**src/rtl/mc_pkg.sv**
```systemverilog
// mc_pkg: encodings shared by the multicycle datapath and its control FSM.
package mc_pkg;

    localparam int DW = 32;
    localparam int RW = 5;

    typedef enum logic [1:0] {
        ALU_ADD = 2'b00,
        ALU_SUB = 2'b01,
        ALU_NOR = 2'b10,
        ALU_AND = 2'b11
    } alu_op_e;

    typedef enum logic [1:0] {
        SRCB_B      = 2'b00,
        SRCB_FOUR   = 2'b01,
        SRCB_IMM    = 2'b10,
        SRCB_IMM_SH = 2'b11
    } srcb_e;

    typedef enum logic [1:0] {
        PCS_ALU  = 2'b00,
        PCS_C    = 2'b01,
        PCS_JUMP = 2'b10,
        PCS_HOLD = 2'b11
    } pcsrc_e;

    localparam logic [5:0] OP_RTYPE = 6'h00;
    localparam logic [5:0] OP_J     = 6'h02;
    localparam logic [5:0] OP_BEQ   = 6'h04;
    localparam logic [5:0] OP_LW    = 6'h23;
    localparam logic [5:0] OP_SW    = 6'h2B;

    localparam logic [5:0] FN_ADD = 6'h20;
    localparam logic [5:0] FN_SUB = 6'h22;
    localparam logic [5:0] FN_AND = 6'h24;
    localparam logic [5:0] FN_NOR = 6'h27;

    function automatic logic [DW-1:0] sext16(input logic [15:0] v);
        return {{(DW-16){v[15]}}, v};
    endfunction

endpackage

```
**src/rtl/mc_regfile.sv**
```systemverilog
// mc_regfile: 32x32 register file, two async read ports, one sync write port, $0 hardwired.
// Optional combinational debug read port under MC_DP_DEBUG_PORT_EN.
module mc_regfile
    import mc_pkg::*;
(
    input  logic          clk,
    input  logic          rst,
    input  logic [RW-1:0] i_ra1,
    input  logic [RW-1:0] i_ra2,
    input  logic          i_we,
    input  logic [RW-1:0] i_wa,
    input  logic [DW-1:0] i_wd,
`ifdef MC_DP_DEBUG_PORT_EN
    input  logic [RW-1:0] i_dbg_addr,
    output logic [DW-1:0] o_dbg_data,
`endif
    output logic [DW-1:0] o_rd1,
    output logic [DW-1:0] o_rd2
);

    // Entry 0 has no storage; reads of $0 are forced to zero.
    logic [DW-1:0] r_regs [31:1];

    always_ff @(posedge clk or negedge rst) begin
        if (!rst) begin
            for (int i = 1; i < 32; i++) r_regs[i] <= '0;
        end else if (i_we && i_wa != '0) begin
            r_regs[i_wa] <= i_wd;
        end
    end

    assign o_rd1 = (i_ra1 == '0) ? '0 : r_regs[i_ra1];
    assign o_rd2 = (i_ra2 == '0) ? '0 : r_regs[i_ra2];

`ifdef MC_DP_DEBUG_PORT_EN
    assign o_dbg_data = (i_dbg_addr == '0) ? '0 : r_regs[i_dbg_addr];
`endif

endmodule

```
**src/rtl/mc_datapath.sv**
```systemverilog
// mc_datapath: multicycle MIPS-subset datapath (PC/IR/MDR/A/B/C, regfile, inline ALU).
// Define MC_DP_DEBUG_PORT_EN to expose a register-file debug read port.
module mc_datapath
    import mc_pkg::*;
#(
    parameter logic [31:0] RESET_PC = 32'h0000_0000
) (
    input  logic        clk,
    input  logic        rst,
    input  logic        write_pc,
    input  logic        iord,
    input  logic        write_mem,
    input  logic        write_dr,
    input  logic        write_ir,
    input  logic        memtoreg,
    input  logic        regdst,
    input  logic        write_c,
    input  logic        alu_srcA,
    input  logic        write_a,
    input  logic        write_b,
    input  logic        write_reg,
    input  logic [1:0]  pcsource,
    input  logic [1:0]  alu_ctrl,
    input  logic [1:0]  alu_srcB,
`ifdef MC_DP_DEBUG_PORT_EN
    input  logic [4:0]  dbg_reg_addr,
    output logic [31:0] dbg_reg_data,
`endif
    output logic [31:0] ir_data,
    output logic        zero,
    output logic [31:0] pc,
    output logic [31:0] mem_addr,
    output logic [31:0] mem_wdata,
    output logic        mem_we,
    input  logic [31:0] mem_rdata
);

    logic [31:0] r_pc, r_ir, r_mdr, r_a, r_b, r_c;
    logic [31:0] w_rd1, w_rd2, w_imm, w_src_a, w_src_b, w_alu, w_next_pc;

    mc_regfile u_rf (
        .clk        (clk),
        .rst        (rst),
        .i_ra1      (r_ir[25:21]),
        .i_ra2      (r_ir[20:16]),
        .i_we       (write_reg),
        .i_wa       (regdst ? r_ir[15:11] : r_ir[20:16]),
        .i_wd       (memtoreg ? r_mdr : r_c),
`ifdef MC_DP_DEBUG_PORT_EN
        .i_dbg_addr (dbg_reg_addr),
        .o_dbg_data (dbg_reg_data),
`endif
        .o_rd1      (w_rd1),
        .o_rd2      (w_rd2)
    );

    assign w_imm   = sext16(r_ir[15:0]);
    assign w_src_a = alu_srcA ? r_a : r_pc;

    always_comb begin
        w_src_b = r_b;
        case (srcb_e'(alu_srcB))
            SRCB_B:      w_src_b = r_b;
            SRCB_FOUR:   w_src_b = 32'd4;
            SRCB_IMM:    w_src_b = w_imm;
            SRCB_IMM_SH: w_src_b = {w_imm[29:0], 2'b00};
        endcase
    end

    always_comb begin
        w_alu = '0;
        case (alu_op_e'(alu_ctrl))
            ALU_ADD: w_alu = w_src_a + w_src_b;
            ALU_SUB: w_alu = w_src_a - w_src_b;
            ALU_AND: w_alu = w_src_a & w_src_b;
            ALU_NOR: w_alu = ~(w_src_a | w_src_b);
        endcase
    end

    always_comb begin
        w_next_pc = r_pc;
        case (pcsrc_e'(pcsource))
            PCS_ALU:  w_next_pc = w_alu;
            PCS_C:    w_next_pc = r_c;
            PCS_JUMP: w_next_pc = {r_pc[31:28], r_ir[25:0], 2'b00};
            PCS_HOLD: w_next_pc = r_pc;
        endcase
    end

    // Every register samples pre-edge values, so same-edge strobes see old state.
    always_ff @(posedge clk or negedge rst) begin
        if (!rst) begin
            r_pc  <= RESET_PC;
            r_ir  <= '0;
            r_mdr <= '0;
            r_a   <= '0;
            r_b   <= '0;
            r_c   <= '0;
        end else begin
            if (write_pc) r_pc  <= w_next_pc;
            if (write_ir) r_ir  <= mem_rdata;
            if (write_dr) r_mdr <= mem_rdata;
            if (write_a)  r_a   <= w_rd1;
            if (write_b)  r_b   <= w_rd2;
            if (write_c)  r_c   <= w_alu;
        end
    end

    assign ir_data   = r_ir;
    assign zero      = (w_alu == '0);
    assign pc        = r_pc;
    assign mem_addr  = iord ? r_c : r_pc;
    assign mem_wdata = r_b;
    assign mem_we    = write_mem;

endmodule

```
**config.mk**
```make
export PLATFORM = sky130hd
export DESIGN_NAME = mc_datapath
export DESIGN_NICKNAME = d
export VERILOG_FILES = /design/src/rtl/mc_pkg.sv /design/src/rtl/mc_regfile.sv /design/src/rtl/mc_datapath.sv
export SDC_FILE = /design/constraint.sdc
export NUM_CORES = 2
export LEC_CHECK = 0
export CORE_ASPECT_RATIO = 1.2
export CORE_UTILIZATION = 50
export DETAILED_ROUTE_END_ITERATION = 8
export PLACE_DENSITY_LB_ADDON = 0.25
export SYNTH_ARGS = -nofsm -noshare
export SYNTH_HDL_FRONTEND = slang
export SYNTH_SLANG_ARGS = --single-unit
```
**constraint.sdc**
```tcl
create_clock -name clk -period 7.9 [get_ports clk]
set_clock_uncertainty 0.15 [all_clocks]
set_input_delay 1.58 -clock clk [delete_from_list [all_inputs] [get_ports clk]]
set_output_delay 1.58 -clock clk [all_outputs]
set_load 0.01 [all_outputs]
```
==> impl_metrics.csv <==
group,metric,value,unit
grt,grt_overflow,0,
yosys,synth.avg_cell_area,10.9,sq um
routing,wl_per_cell,27.3,microns
floorplan,coreArea,125000,sq um
power_and_ir_drop,p_total,0.0274,W
clock_tree,cts_root_buf,"clkbuf_16",
routing,via_per_inst,6.48,
yosys,synth_top_flop_cell,"dfrtp_1",
grt,grt_max_degree,184,
finish,fin_nets,5997,
placement,dp_slack,-1.66,ns
clock_tree,clk_latency,0.74,ns
worst_setup_path,cpPeakStageDelay,0.48,ns
grt,gr-usage-all-layers,33.0,%
yosys,ys_types,82,
finish,diodes,0,
status,failed_checks,"negative setup slack",
routing,drt-initial-drc-count,5465,
yosys,synth_edf_count,0,
worst_setup_path,cp-end-kind,"primary output",
sta,worst_pin_slew,1.28,ns
yosys,synth_cells,5778,
clock_tree,cts_tree,"yes",
routing,drc,0,
placement,numPortBuffers,179,
grt,grt_pass1_vias,48800,
floorplan,num_rows,142,
clock_tree,postCtsHoldBufs,0,
clock_tree,path_clk_slew,0.06,ns
floorplan,initial_core_util,50.5,%
sta,slew_headroom,14.4,%
yosys,ys_ff_latch,1184,
power_and_ir_drop,vdd_ir_drop_max,0.233,mV
clock_tree,numCtsBuffers,114,
yosys,yosys_warnings,0,
floorplan,die_area,128000,sq um
yosys,ys_seq_area_share,47.0,%
grt,grt_pass1_wl,313,mm
sta,finalSetupViolCount,1,
finish,drive_gt1_share,23.4,%
worst_setup_path,cp_common_cell,"buf_4",
finish,synthToLayoutAreaGrowth,15.2,%
routing,wl,209,mm
flow_run,max-cap-violations,0,
floorplan,die_h,391,microns
floorplan,io_pins,182,
placement,place_congestion,0.966,
power_and_ir_drop,power.leakage,30.1,nW
routing,first_pass_iters,8,
sta,fmax,0.117,GHz
yosys,synth_area,63000,sq um
sta,fin_ws,-0.646,ns
worst_setup_path,worstPathArrival,6.82,ns
clock_tree,htreeDepth,3,
finish,mostFrequentLayoutCell,"a21oi_1",
hold_path,hp-class,"register to register",
worst_setup_path,cpMaxStageDelayCell,"or4_4",
status,status,"complete, but fails checks",
placement,dp_hpwl,127,mm
floorplan,die_w,326,microns
sta,period_share,108,%
sta,tns,-0.646,ns
clock_tree,cts_buffer_depth,3,
clock_tree,clock_sinks,1184,
yosys,synthArstFlopShare,100,%
finish,final_cell_mix,"a21oi_1 (1,185), dfrtp_1 (1,175), nor2_1 (1,064)",
worst_setup_path,crit_path_cell_trace,"buf_12, mux2_4, a21o_1, buf_6, or4_4, nor2_4, buf_6, buf_4, a31oi_1, xor2_1, ha_1, buf_4, a31o_4, a221oi_4, buf_4, a21oi_4, mux2_4, a221oi_4, or4_1, nor4b_2, buf_4, or4b_4, and4bb_1, buf_2",
worst_setup_path,cp.required,6.17,ns
sta,finalHoldViolations,0,
worst_setup_path,critPathLaunchType,"input pin",
routing,via_count,49700,
power_and_ir_drop,powerDensity,377,nW/um^2
worst_setup_path,critPathKind,"input pin to primary output",
routing,drtAntennaViolNets,0,
yosys,syn-num-nets,5868,
grt,antenna_found_initial,1,
sta,slew_viol_final,0,
sta,period_minus_slack,8.55,ns
worst_setup_path,worstPathMaxFanout,7,
sta,grt_setup_unrepaired,"yes",
## state kept, by name, indices dropped and copies added, names as in the netlist
name         flops
pc              32
u_rf.r_regs    992
mem_wdata       32
r_c             32
r_a             32
ir_data         32
r_mdr           32
## through the flow
step	cells	hold WS [ns]	utilization, %	instance area, sq um
2_1_floorplan	5778	0.311	-	63100
3_3_place_gp	7427	0.324	54.6	68200
3_5_place_dp	7427	0.339	54.6	68200
4_1_cts	7652	0.354	58.0	72500
5_1_grt	7661	0.380	58.1	72600
6_report	7661	0.353	58.1	72600
## cell usage after synthesis (10+ instances only)
library cell  number  area share [%]
o22ai_1           82            0.81
a221oi_1          32            0.44
a31oi_1           12            0.12
mux2_2           137             2.4
nor3_1            18            0.14
xnor2_1           24            0.33
nor2b_1           12            0.12
a21oi_1         1192             9.5
inv_1             88            0.52
and2_1            12            0.12
and3_1            12            0.12
ha_1              37            0.73
o21a_1            15            0.18
nand3_1           37            0.29
xor2_1            18            0.25
clkbuf_1         463             2.8
buf_1             78            0.46
nor4_1            10           0.099
o221ai_1          20            0.28
or3_1             12            0.12
nand4_1           13            0.13
o21ai_1           11           0.087
mux2i_1          198             3.1
o211ai_1          13            0.15
a22o_1            16            0.22
dfrtp_1         1184              47
a21o_1            13            0.15
o21ai_0           89            0.71
mux4_2           544              19
nand2_1          174             1.0
nor2_1          1096             6.5
## area by class of cell
| class | instances | area [sq um] |
|---|---|---|
| clock buffers | 164 | 3410 |
| repair buffers | 567 | 4860 |
| multi-input cells | 3951 | 31600 |
| flip-flops and latches | 1184 | 29700 |
| fillers | 10100 | 52300 |
| well taps | 1656 | 2070 |
| clock inverters | 50 | 708 |
| inverters | 89 | 337 |
## metal layers
layer	wire length, microns	track usage (%)
met3	19900	5.92
met1	82700	45.4
met2	97200	51.7
met5	15	0
met4	9140	13.9
## path summary, 6_finish.rpt
check / depth (start not counted) / to / startpoint / slack [ns]
setup / recovery: 24 / zero / alu_srcB[1] / -0.65
hold / removal: 2 / u_rf.r_regs[978]$_DFFE_PN0P_ / u_rf.r_regs[978]$_DFFE_PN0P_ / 0.35
setup reg to reg: 22 / pc[29]$_DFFE_PN0P_ / ir_data[5]$_DFFE_PN0P_ / 2.47
hold reg to reg: 2 / u_rf.r_regs[978]$_DFFE_PN0P_ / u_rf.r_regs[978]$_DFFE_PN0P_ / 0.35
max in group asynchronous: 3 / u_rf.r_regs[607]$_DFFE_PN0P_ / rst / 5.20
min in group asynchronous: 1 / u_rf.r_regs[377]$_DFFE_PN0P_ / rst / 0.70
## what timing repair did
| item | in CTS | in global routing |
|---|---|---|
| buffers inserted | 10 | 9 |
| endpoints found under the setup margin | 1 | 1 |
| pin swaps | 31 | 34 |
| resized for setup | 39 | 20 |
| cloned | 1 | 0 |
## where the power goes
group	switching (W)	internal [W]	total, W
logic	0.00476	0.00552	0.0103
registers	0.00233	0.00878	0.0111
clock network	0.00249	0.00349	0.00598
total	0.00958	0.0178	0.0274
## worst max-delay path, delay by kind of cell
family          cells  cell delay (ns)
mux                 2             0.55
simple gates        6             2.10
fa+ha+maj           1             0.33
compound gates      6             0.96
buf+inv             8             1.12
xor+xnor            1             0.15
## kinds of logic after synthesis
kind of cell | Yosys count | synth area share, %
adders and majority gates | 38 | 0.766
and+or+nand+nor | 1435 | 9.22
buffers and inverters | 643 | 3.89
AOI/OAI and AO/OA | 1554 | 13.5
DFF | 1184 | 47.0
muxes | 882 | 25.1
xor gates and xnor gates | 42 | 0.583
Power figures use the tool's default switching activity.
